## config.mk

```make
export PLATFORM = sky130hd
export DESIGN_NAME = spi_host_driver
export DESIGN_NICKNAME = d
export VERILOG_FILES = /design/src/rtl/spi_host_pkg.sv /design/src/rtl/spi_host_driver.sv
export SDC_FILE = /design/constraint.sdc
export NUM_CORES = 1
export LEC_CHECK = 0
export CAP_MARGIN = 0
export CORE_ASPECT_RATIO = 1.75
export CORE_MARGIN = 5
export CORE_UTILIZATION = 45
export DETAILED_ROUTE_END_ITERATION = 10
export PLACE_DENSITY = 0.79
export SLEW_MARGIN = 5
export SYNTH_ARGS = -nofsm -noshare
export SYNTH_HDL_FRONTEND = slang
export SYNTH_SLANG_ARGS = --single-unit
```

## constraint.sdc

```tcl
create_clock -name clk -period 2.44 [get_ports clk]
set_input_delay 0.61 -clock clk [delete_from_list [all_inputs] [get_ports clk]]
set_output_delay 0.61 -clock clk [all_outputs]
set_load 0.01 [all_outputs]
```

## src/rtl/spi_host_pkg.sv

```systemverilog
// Shared types and default widths for the SPI memory host-side driver.
package spi_host_pkg;

    localparam int unsigned ADDR_W = 8;
    localparam int unsigned DATA_W = 8;

    typedef enum logic [1:0] {
        IDLE = 2'd0,
        ARM  = 2'd1,
        RUN  = 2'd2,
        RESP = 2'd3
    } state_e;

    typedef struct packed {
        logic              wr;
        logic [ADDR_W-1:0] addr;
        logic [DATA_W-1:0] data;
    } spi_cmd_t;

    typedef struct packed {
        logic [DATA_W-1:0] data;
        logic              err;
        logic              timeout;
    } spi_rsp_t;

endpackage

```

## src/rtl/spi_host_driver.sv

```systemverilog
// Host-side initiator: runs one reset-gated subsystem transaction per command
// and returns its result on a valid/ready response channel, with a hang timeout.
module spi_host_driver #(
    parameter int unsigned ADDR_W         = spi_host_pkg::ADDR_W,
    parameter int unsigned DATA_W         = spi_host_pkg::DATA_W,
    parameter int unsigned GUARD_CYCLES   = 2,
    parameter int unsigned TIMEOUT_CYCLES = 1024
) (
    input  logic              clk,
    input  logic              rst,
    input  logic              cmd_valid,
    output logic              cmd_ready,
    input  logic              cmd_wr,
    input  logic [ADDR_W-1:0] cmd_addr,
    input  logic [DATA_W-1:0] cmd_data,
    output logic              rsp_valid,
    input  logic              rsp_ready,
    output logic [DATA_W-1:0] rsp_data,
    output logic              rsp_err,
    output logic              rsp_timeout,
    output logic              spi_rst,
    output logic              spi_wr,
    output logic [ADDR_W-1:0] spi_addr,
    output logic [DATA_W-1:0] spi_din,
    input  logic [DATA_W-1:0] spi_dout,
    input  logic              spi_done,
    input  logic              spi_err,
    output logic              busy
);
    import spi_host_pkg::*;

    localparam int unsigned   GW         = $clog2(GUARD_CYCLES + 1);
    localparam int unsigned   TW         = $clog2(TIMEOUT_CYCLES + 1);
    localparam logic [GW-1:0] GUARD_LAST = GW'(GUARD_CYCLES - 1);
    localparam logic [TW-1:0] TMO_LAST   = TW'(TIMEOUT_CYCLES - 1);
    localparam logic [TW-1:0] TMO_SAT    = TW'(TIMEOUT_CYCLES);

    state_e            state;
    state_e            state_d;
    logic [GW-1:0]     guard_cnt;
    logic [GW-1:0]     guard_d;
    logic [TW-1:0]     tmo_cnt;
    logic [TW-1:0]     tmo_d;
    logic              wr_d;
    logic [ADDR_W-1:0] addr_d;
    logic [DATA_W-1:0] din_d;
    logic [DATA_W-1:0] rsp_data_d;
    logic              rsp_err_d;
    logic              rsp_tmo_d;

    // Handshake readiness depends on state only, never on cmd_valid.
    assign cmd_ready = (state == IDLE) & ~rst;
    assign busy      = (state != IDLE);

    // Next-state, counters, operand capture and response capture.
    always_comb begin
        state_d    = state;
        guard_d    = guard_cnt;
        tmo_d      = tmo_cnt;
        wr_d       = spi_wr;
        addr_d     = spi_addr;
        din_d      = spi_din;
        rsp_data_d = rsp_data;
        rsp_err_d  = rsp_err;
        rsp_tmo_d  = rsp_timeout;

        case (state)
            IDLE: begin
                if (cmd_valid) begin
                    wr_d    = cmd_wr;
                    addr_d  = cmd_addr;
                    din_d   = cmd_data;
                    guard_d = '0;
                    state_d = ARM;
                end
            end
            ARM: begin
                if (guard_cnt >= GUARD_LAST) begin
                    tmo_d   = '0;
                    state_d = RUN;
                end else begin
                    guard_d = guard_cnt + GW'(1);
                end
            end
            RUN: begin
                if (tmo_cnt != TMO_SAT) begin
                    tmo_d = tmo_cnt + TW'(1);
                end
                // done takes priority over a timeout landing in the same cycle
                if (spi_done) begin
                    rsp_data_d = spi_wr ? '0 : spi_dout;
                    rsp_err_d  = spi_err;
                    rsp_tmo_d  = 1'b0;
                    state_d    = RESP;
                end else if (tmo_cnt >= TMO_LAST) begin
                    rsp_data_d = '0;
                    rsp_err_d  = 1'b1;
                    rsp_tmo_d  = 1'b1;
                    state_d    = RESP;
                end
            end
            RESP: begin
                if (rsp_ready) begin
                    state_d = IDLE;
                end
            end
            default: begin
                state_d = IDLE;
            end
        endcase
    end

    // State and registered outputs; rst aborts any in-flight transaction.
    always_ff @(posedge clk) begin
        if (rst) begin
            state       <= IDLE;
            guard_cnt   <= '0;
            tmo_cnt     <= '0;
            spi_rst     <= 1'b1;
            spi_wr      <= 1'b0;
            spi_addr    <= '0;
            spi_din     <= '0;
            rsp_valid   <= 1'b0;
            rsp_data    <= '0;
            rsp_err     <= 1'b0;
            rsp_timeout <= 1'b0;
        end else begin
            state       <= state_d;
            guard_cnt   <= guard_d;
            tmo_cnt     <= tmo_d;
            spi_rst     <= (state_d != RUN);
            spi_wr      <= wr_d;
            spi_addr    <= addr_d;
            spi_din     <= din_d;
            rsp_valid   <= (state_d == RESP);
            rsp_data    <= rsp_data_d;
            rsp_err     <= rsp_err_d;
            rsp_timeout <= rsp_tmo_d;
        end
    end

endmodule

```

==> metrics, run 1 <==
run status complete, no violations; Avg Vias per Cell 5.071; wire length of the first global-routing pass 7721 µm; tightest slew margin relative to the limit 62.25%; top flip-flop cell by instance count after synthesis dfxtp_1; PnR worst setup slack 0.07278 ns; Least-Margin Pin Slew 0.5649 ns; Max Clock Freq 422.4 MHz; Pwr per Cell Area 586.7 nW/µm²; IO Count 62; PnR Total Power 1.557 mW; pin count of the biggest net entering global routing 38; number of gates given a new drive strength after cts 0; Register-to-Register Path Depth 5; die boundary height 95.80 µm; Total Die Area 5655 µm²; Clock Tree Root clkbuf_8; worst ir drop on vdd 0.0005230 V; critical setup path kind primary input to primary output; maximum clock path buffer count 2; worst path arrival time 1.76 ns; setup clock skew after layout 0.009633 ns; DRC 0; GPL Wtd Cong 0.8567; most frequently used cell type in the post-synthesis netlist nand2_1; end of the worst register-to-register path rsp_data[7]; core area 4111 µm²; type of origin of the critical path primary input; CTS H-tree lvls 2; hold_buf cts 0; via count of the first global-routing pass 1,756; P_leak 0.9592 nW; DR WL/cell 13.87 µm; number of hold violations in the final report 0; number of buffers created by CTS 5; final critical-path required period 2.367 ns; number of distinct library cells after synthesis 39; critical path launch point rst; Skew-Pair Late Insertion Delay 0.29 ns; FFs w/ async S/R, synth 0%; length of the first detailed-routing pass in iterations 4; cell types occupying the most area after synthesis dfxtp_1, nand2_1, a21oi_1; total via count in the routed design 1,704; clock transition at the registers of the reported paths 0.08 ns; clock sink count 44; Min-Delay Path Class flip-flop to flip-flop; setup repair after global routing missed its margin no; share of post-route cells with drive strength above 1 5.923%; final std cell area, no fill 2654 µm²; remaining antenna violation count 0; final critical-path share of the clock period 97.02%; Post-CTS Setup Repair Bufs 0; initial core utilization 46.04%; critical path fanouts, max 2; total track usage 17.79%; area fraction of the dominant cell type after synthesis 46.53%; quantity of I/O buffers inserted on ports 61; TritonCTS clock tree yes; Cells after Synth 224; cell types with the highest counts after synthesis nand2_1, dfxtp_1, a21oi_1; reg2reg setup slack 0.47 ns; sum of overflow across all layers after global routing 0; Total Neg Setup Slack 0 ns; # setup viols final 0; origin of the critical flop-to-flop path tmo_cnt[0]; proportion of synthesized chip area in sequential cells 46.53%; DRC marker count from the first detailed-route iteration 69; dpl cell area 2546 µm²; number of synthesis warnings 0; Required @ worst endpoint 1.83 ns; # fillers 362; mean post-synth cell area 8.451 µm²; Post-Synthesis Net Count 258; cell area after synthesis 1893 µm²; sum of routed wire length over all layers 4661 µm; layout overhead on the synthesized area 40.19%; type of element capturing the critical path primary output; final net count 320; max cap viols 0; DP Wirelength 3484 µm; EDFF count, synth 0; register bit total from synthesis 44; Placement Rows 31; number of pins exceeding their max-slew limit in the final report 0; initial antenna violation count 0; Chip Width 59.03 µm; setup slack after placement 0.07312 ns; number of inserted diodes 0; Setup crit end cmd_ready; most area-hungry cell type in the Yosys netlist dfxtp_1
## registers in the layout (all words and copies together), names as in the netlist
signal and flops:
spi_wr 1, tmo_cnt 11, guard_cnt 2, spi_din 8
state 2, spi_addr 8, rsp_err 1, spi_rst 1
rsp_valid 1, rsp_timeout 1, rsp_data 8
## metrics by stage
step / cells / hold WS, ns / utilization (%)
2_1_floorplan: 224 / 0.4654 / -
3_3_place_gp: 328 / 0.4406 / 61.93
3_5_place_dp: 328 / 0.4456 / 61.93
4_1_cts: 336 / 0.4577 / 64.55
5_1_grt: 336 / 0.4843 / 64.55
6_report: 336 / 0.4570 / 64.55
## per-layer routing
metal | GRT usage [%] | vias to the layer above | routed length, µm
li1 | - | 867 | -
met2 | 32.47 | 38 | 2530
met1 | 17.36 | 782 | 1724
met4 | 10.59 | 0 | 212
met5 | 0 | - | 0
met3 | 4.564 | 17 | 194
## logic make-up (layout without fill, tap and decap cells)
logic type | count (synthesis) | in the layout | share of synthesized area, %
AO/OA/AOI/OAI | 38 | 38 | 12.29
XOR/XNOR | 8 | 8 | 3.701
adder cells (fa/ha/maj) | 3 | 3 | 1.983
buffers and inverters | 21 | 84 | 4.958
flip-flops | 44 | 44 | 46.53
multiplexers | 9 | 9 | 4.759
AND/OR/NAND/NOR | 101 | 101 | 25.78
## worst max-delay path: stages
cell,delay (ns)
clkdlybuf4s50_1,0.47
nor2_1,0.13
clkdlybuf4s50_1,0.54
## cells in the final DEF, fill, tap and decap left out, types with 4 or more instances in the layout
cell type        count
mux2i_1              9
buf_4                5
dfxtp_1             44
clkdlybuf4s50_1     61
a21oi_1             22
nor2_1              14
nand2_1             52
nor3_1               4
clkbuf_8             5
xnor2_1              5
inv_1               10
nand2b_1            10
## worst min-delay path by stage
stage	start	end	slack [ns]	cells past startpoint
5_1_grt	spi_addr[1]	spi_addr[1]	0.48	2
3_3_place_gp	spi_addr[0]	spi_addr[0]	0.44	2
4_1_cts	spi_addr[0]	spi_addr[0]	0.46	2
2_1_floorplan	guard_cnt[1]	guard_cnt[1]	0.47	2
6_report	spi_addr[0]	spi_addr[0]	0.46	2
3_5_place_dp	spi_addr[0]	spi_addr[0]	0.45	2
## final cells by class
type | instances | area (µm²) | share of cell area, %
multi-input cells | 159 | 918.4 | 34.61
repair buffers | 66 | 648.1 | 24.42
well taps | 49 | 61.31 | 2.310
clock inverters | 2 | 35.03 | 1.320
clock buffers | 6 | 72.57 | 2.735
flip-flops and latches | 44 | 880.8 | 33.19
inverters | 10 | 37.54 | 1.414
## where the power goes
group	leakage [nW]	total (mW)	internal (mW)	switching (mW)
Combinational	0.546	0.254	0.136	0.118
Clock	0.0552	0.542	0.304	0.238
Sequential	0.358	0.761	0.747	0.0147
Power figures use the tool's default switching activity.
==> run 2, diff against run 1 <==
ABC_AREA = 1   (was default)
CORE_UTILIZATION = 46   (was 45)
==> metrics, run 2 <==
origin of the critical flop-to-flop path guard_cnt[0]; Largest register FFs 11; switching pwr 0.4917 mW; clock transition at the registers of the reported paths 0.08 ns; Skew-Pair Late Insertion Delay 0.29 ns; clock sink count 44; Total Die Area 5792 µm²; wire length of the first global-routing pass 8328 µm; layout overhead on the synthesized area 41.07%; GPL Wtd Cong 0.9181; number of synthesis warnings 0; Least-Margin Pin Slew 0.4387 ns; largest reg by FF count tmo_cnt; part of the power in registers 40.8%; hold slack final 0.4658 ns; setup clock skew after layout 0.005994 ns; Clk network pwr share 38.2%; hold_buf cts 0; share of post-route cells with drive strength above 1 4.735%; Post-Synth Adder-Cell Area 1.887%; DRC marker count from the first detailed-route iteration 110; register bit total from synthesis 44; Total Neg Setup Slack 0 ns; number of hold violations in the final report 0; quantity of I/O buffers inserted on ports 61; Min-Delay Path Class flip-flop to flip-flop; cell types occupying the most area after synthesis dfxtp_1, nor2_1, nand2_1; worst ir drop on vdd 0.0005861 V; reg2reg setup slack 0.70 ns; critical path fanouts, max 2; Pint 1.498 mW; proportion of synthesized chip area in sequential cells 44.28%; Post-Synth XOR/XNOR Area 0.4403%; run status complete, no violations; remaining antenna violation count 0; fraction of synthesized area in multiplexers 0%; Required @ worst endpoint 1.83 ns; TritonCTS clock tree yes; area fraction of the dominant cell type after synthesis 44.28%; sum of overflow across all layers after global routing 0; Pwr per Cell Area 709.2 nW/µm²; type of element capturing the critical path primary output; Avg Vias per Cell 4.919; number of buffers created by CTS 5; number of inserted diodes 0; Post-CTS Setup Repair Bufs 0; # setup viols final 0; CTS H-tree lvls 2; setup repair after global routing missed its margin no; cell area after synthesis 1989 µm²; combinational share of power 20.9%; worst path arrival time 1.68 ns; P_leak 1.153 nW; maximum clock path buffer count 2; Chip Width 59.71 µm; top flip-flop cell by instance count after synthesis dfxtp_1; most area-hungry cell type in the Yosys netlist dfxtp_1; pin count of the biggest net entering global routing 21; tightest slew margin relative to the limit 70.44%; Cells after Synth 297; DR WL/cell 12.17 µm; end of the worst register-to-register path tmo_cnt[0]; number of pins exceeding their max-slew limit in the final report 0; dominant combinational cell family by area after synthesis simple AND/OR/NAND/NOR gates; most frequent standard cell in the layout excluding fill and tap cells nor2_1; share of the core filled with cells 67.62%; DP Wirelength 3886 µm; number of gates given a new drive strength after cts 0; IO Count 62; commonest non-fill, non-tap cells in the layout nor2_1, clkdlybuf4s50_1, dfxtp_1; Register-to-Register Path Depth 6; FFs w/ async S/R, synth 0%; total via count in the routed design 2,007; critical setup path kind primary input to primary output; number of distinct library cells after synthesis 22; Compound-Gate Fraction of Synth Area 11.89%; Placement Rows 31; critical path launch point rst; via count of the first global-routing pass 1,993; final critical-path share of the clock period 93.93%; die boundary height 97.00 µm; switching fraction of total power 24.71%; cell types with the highest counts after synthesis nor2_1, dfxtp_1, nand2_1; Setup crit end cmd_ready; mean post-synth cell area 6.698 µm²; final net count 392; most frequently used cell type in the post-synthesis netlist nor2_1; DRC 0; max cap viols 0; Max Clock Freq 436.3 MHz; final critical-path required period 2.292 ns; type of origin of the critical path primary input; simple-gate portion of the synthesized area 31.32%; length of the first detailed-routing pass in iterations 4; Clock Tree Root clkbuf_8; initial antenna violation count 0; total track usage 18.26%; EDFF count, synth 0; core area 4150 µm²; initial core utilization 47.93%; Post-Synthesis Net Count 331; sum of routed wire length over all layers 4964 µm
[run 2: through the flow]
step | instances | setup slack, ns | instance area [µm²] | power (mW)
after global routing | 408 | 0.08500 | 2806 | 2.082
after CTS | 408 | 0.1354 | 2806 | 2.010
after global placement | 400 | 0.1480 | 2648 | 1.241
after detailed placement | 400 | 0.1419 | 2648 | 1.249
final | 408 | 0.1482 | 2806 | 1.990
after floorplan | 297 | 0.6186 | 1989 | 1.041
[run 2: worst min path at each step]
stage	slack, ns	to	cells after the start	start
4_1_cts	0.47	guard_cnt[1]	2	guard_cnt[1]
3_3_place_gp	0.45	guard_cnt[1]	2	guard_cnt[1]
6_report	0.47	guard_cnt[1]	2	guard_cnt[1]
5_1_grt	0.51	guard_cnt[1]	2	guard_cnt[1]
3_5_place_dp	0.46	guard_cnt[1]	2	guard_cnt[1]
2_1_floorplan	0.44	guard_cnt[1]	2	guard_cnt[1]
[run 2: cells by family (layout without fill, tap and decap cells)]
group,count (synthesis),in the layout
compound gates,46,46
xor+xnor,1,1
fa+ha+maj,3,3
buf+inv,50,112
flops,44,44
simple gates,153,153
[run 2: worst max-delay path: stages]
cell and delay, ns:
clkdlybuf4s50_1 0.43, nor2_1 0.11, clkdlybuf4s50_1 0.54
[run 2: cell type report]
cell class                      count  area [µm²]
Clock buffer                        5       68.82
Clock inverter                      3       90.09
Fill cell                         362        1344
Inverter                           39       146.4
Multi-Input combinational cell    203       905.9
Sequential cell                    44       880.8
Tap cell                           49       61.31
Timing Repair Buffer               65       653.1
[run 2: power by group through the flow]
| stage | registers (mW) | logic (mW) | clock network, mW |
|---|---|---|---|
| after global routing | 0.821 | 0.463 | 0.799 |
| final | 0.813 | 0.417 | 0.761 |
| after floorplan | 0.850 | 0.190 | 0 |
| after detailed placement | 0.829 | 0.419 | 0 |
| after global placement | 0.827 | 0.413 | 0 |
| after CTS | 0.813 | 0.423 | 0.774 |
[run 2: layer usage]
layer	up-vias	part of all wire [%]	track usage, %
met5	-	0	0
met4	0	2.7	8.874
met3	15	6.8	6.258
met2	56	55	33.83
met1	886	35	16.31
li1	1050	-	-
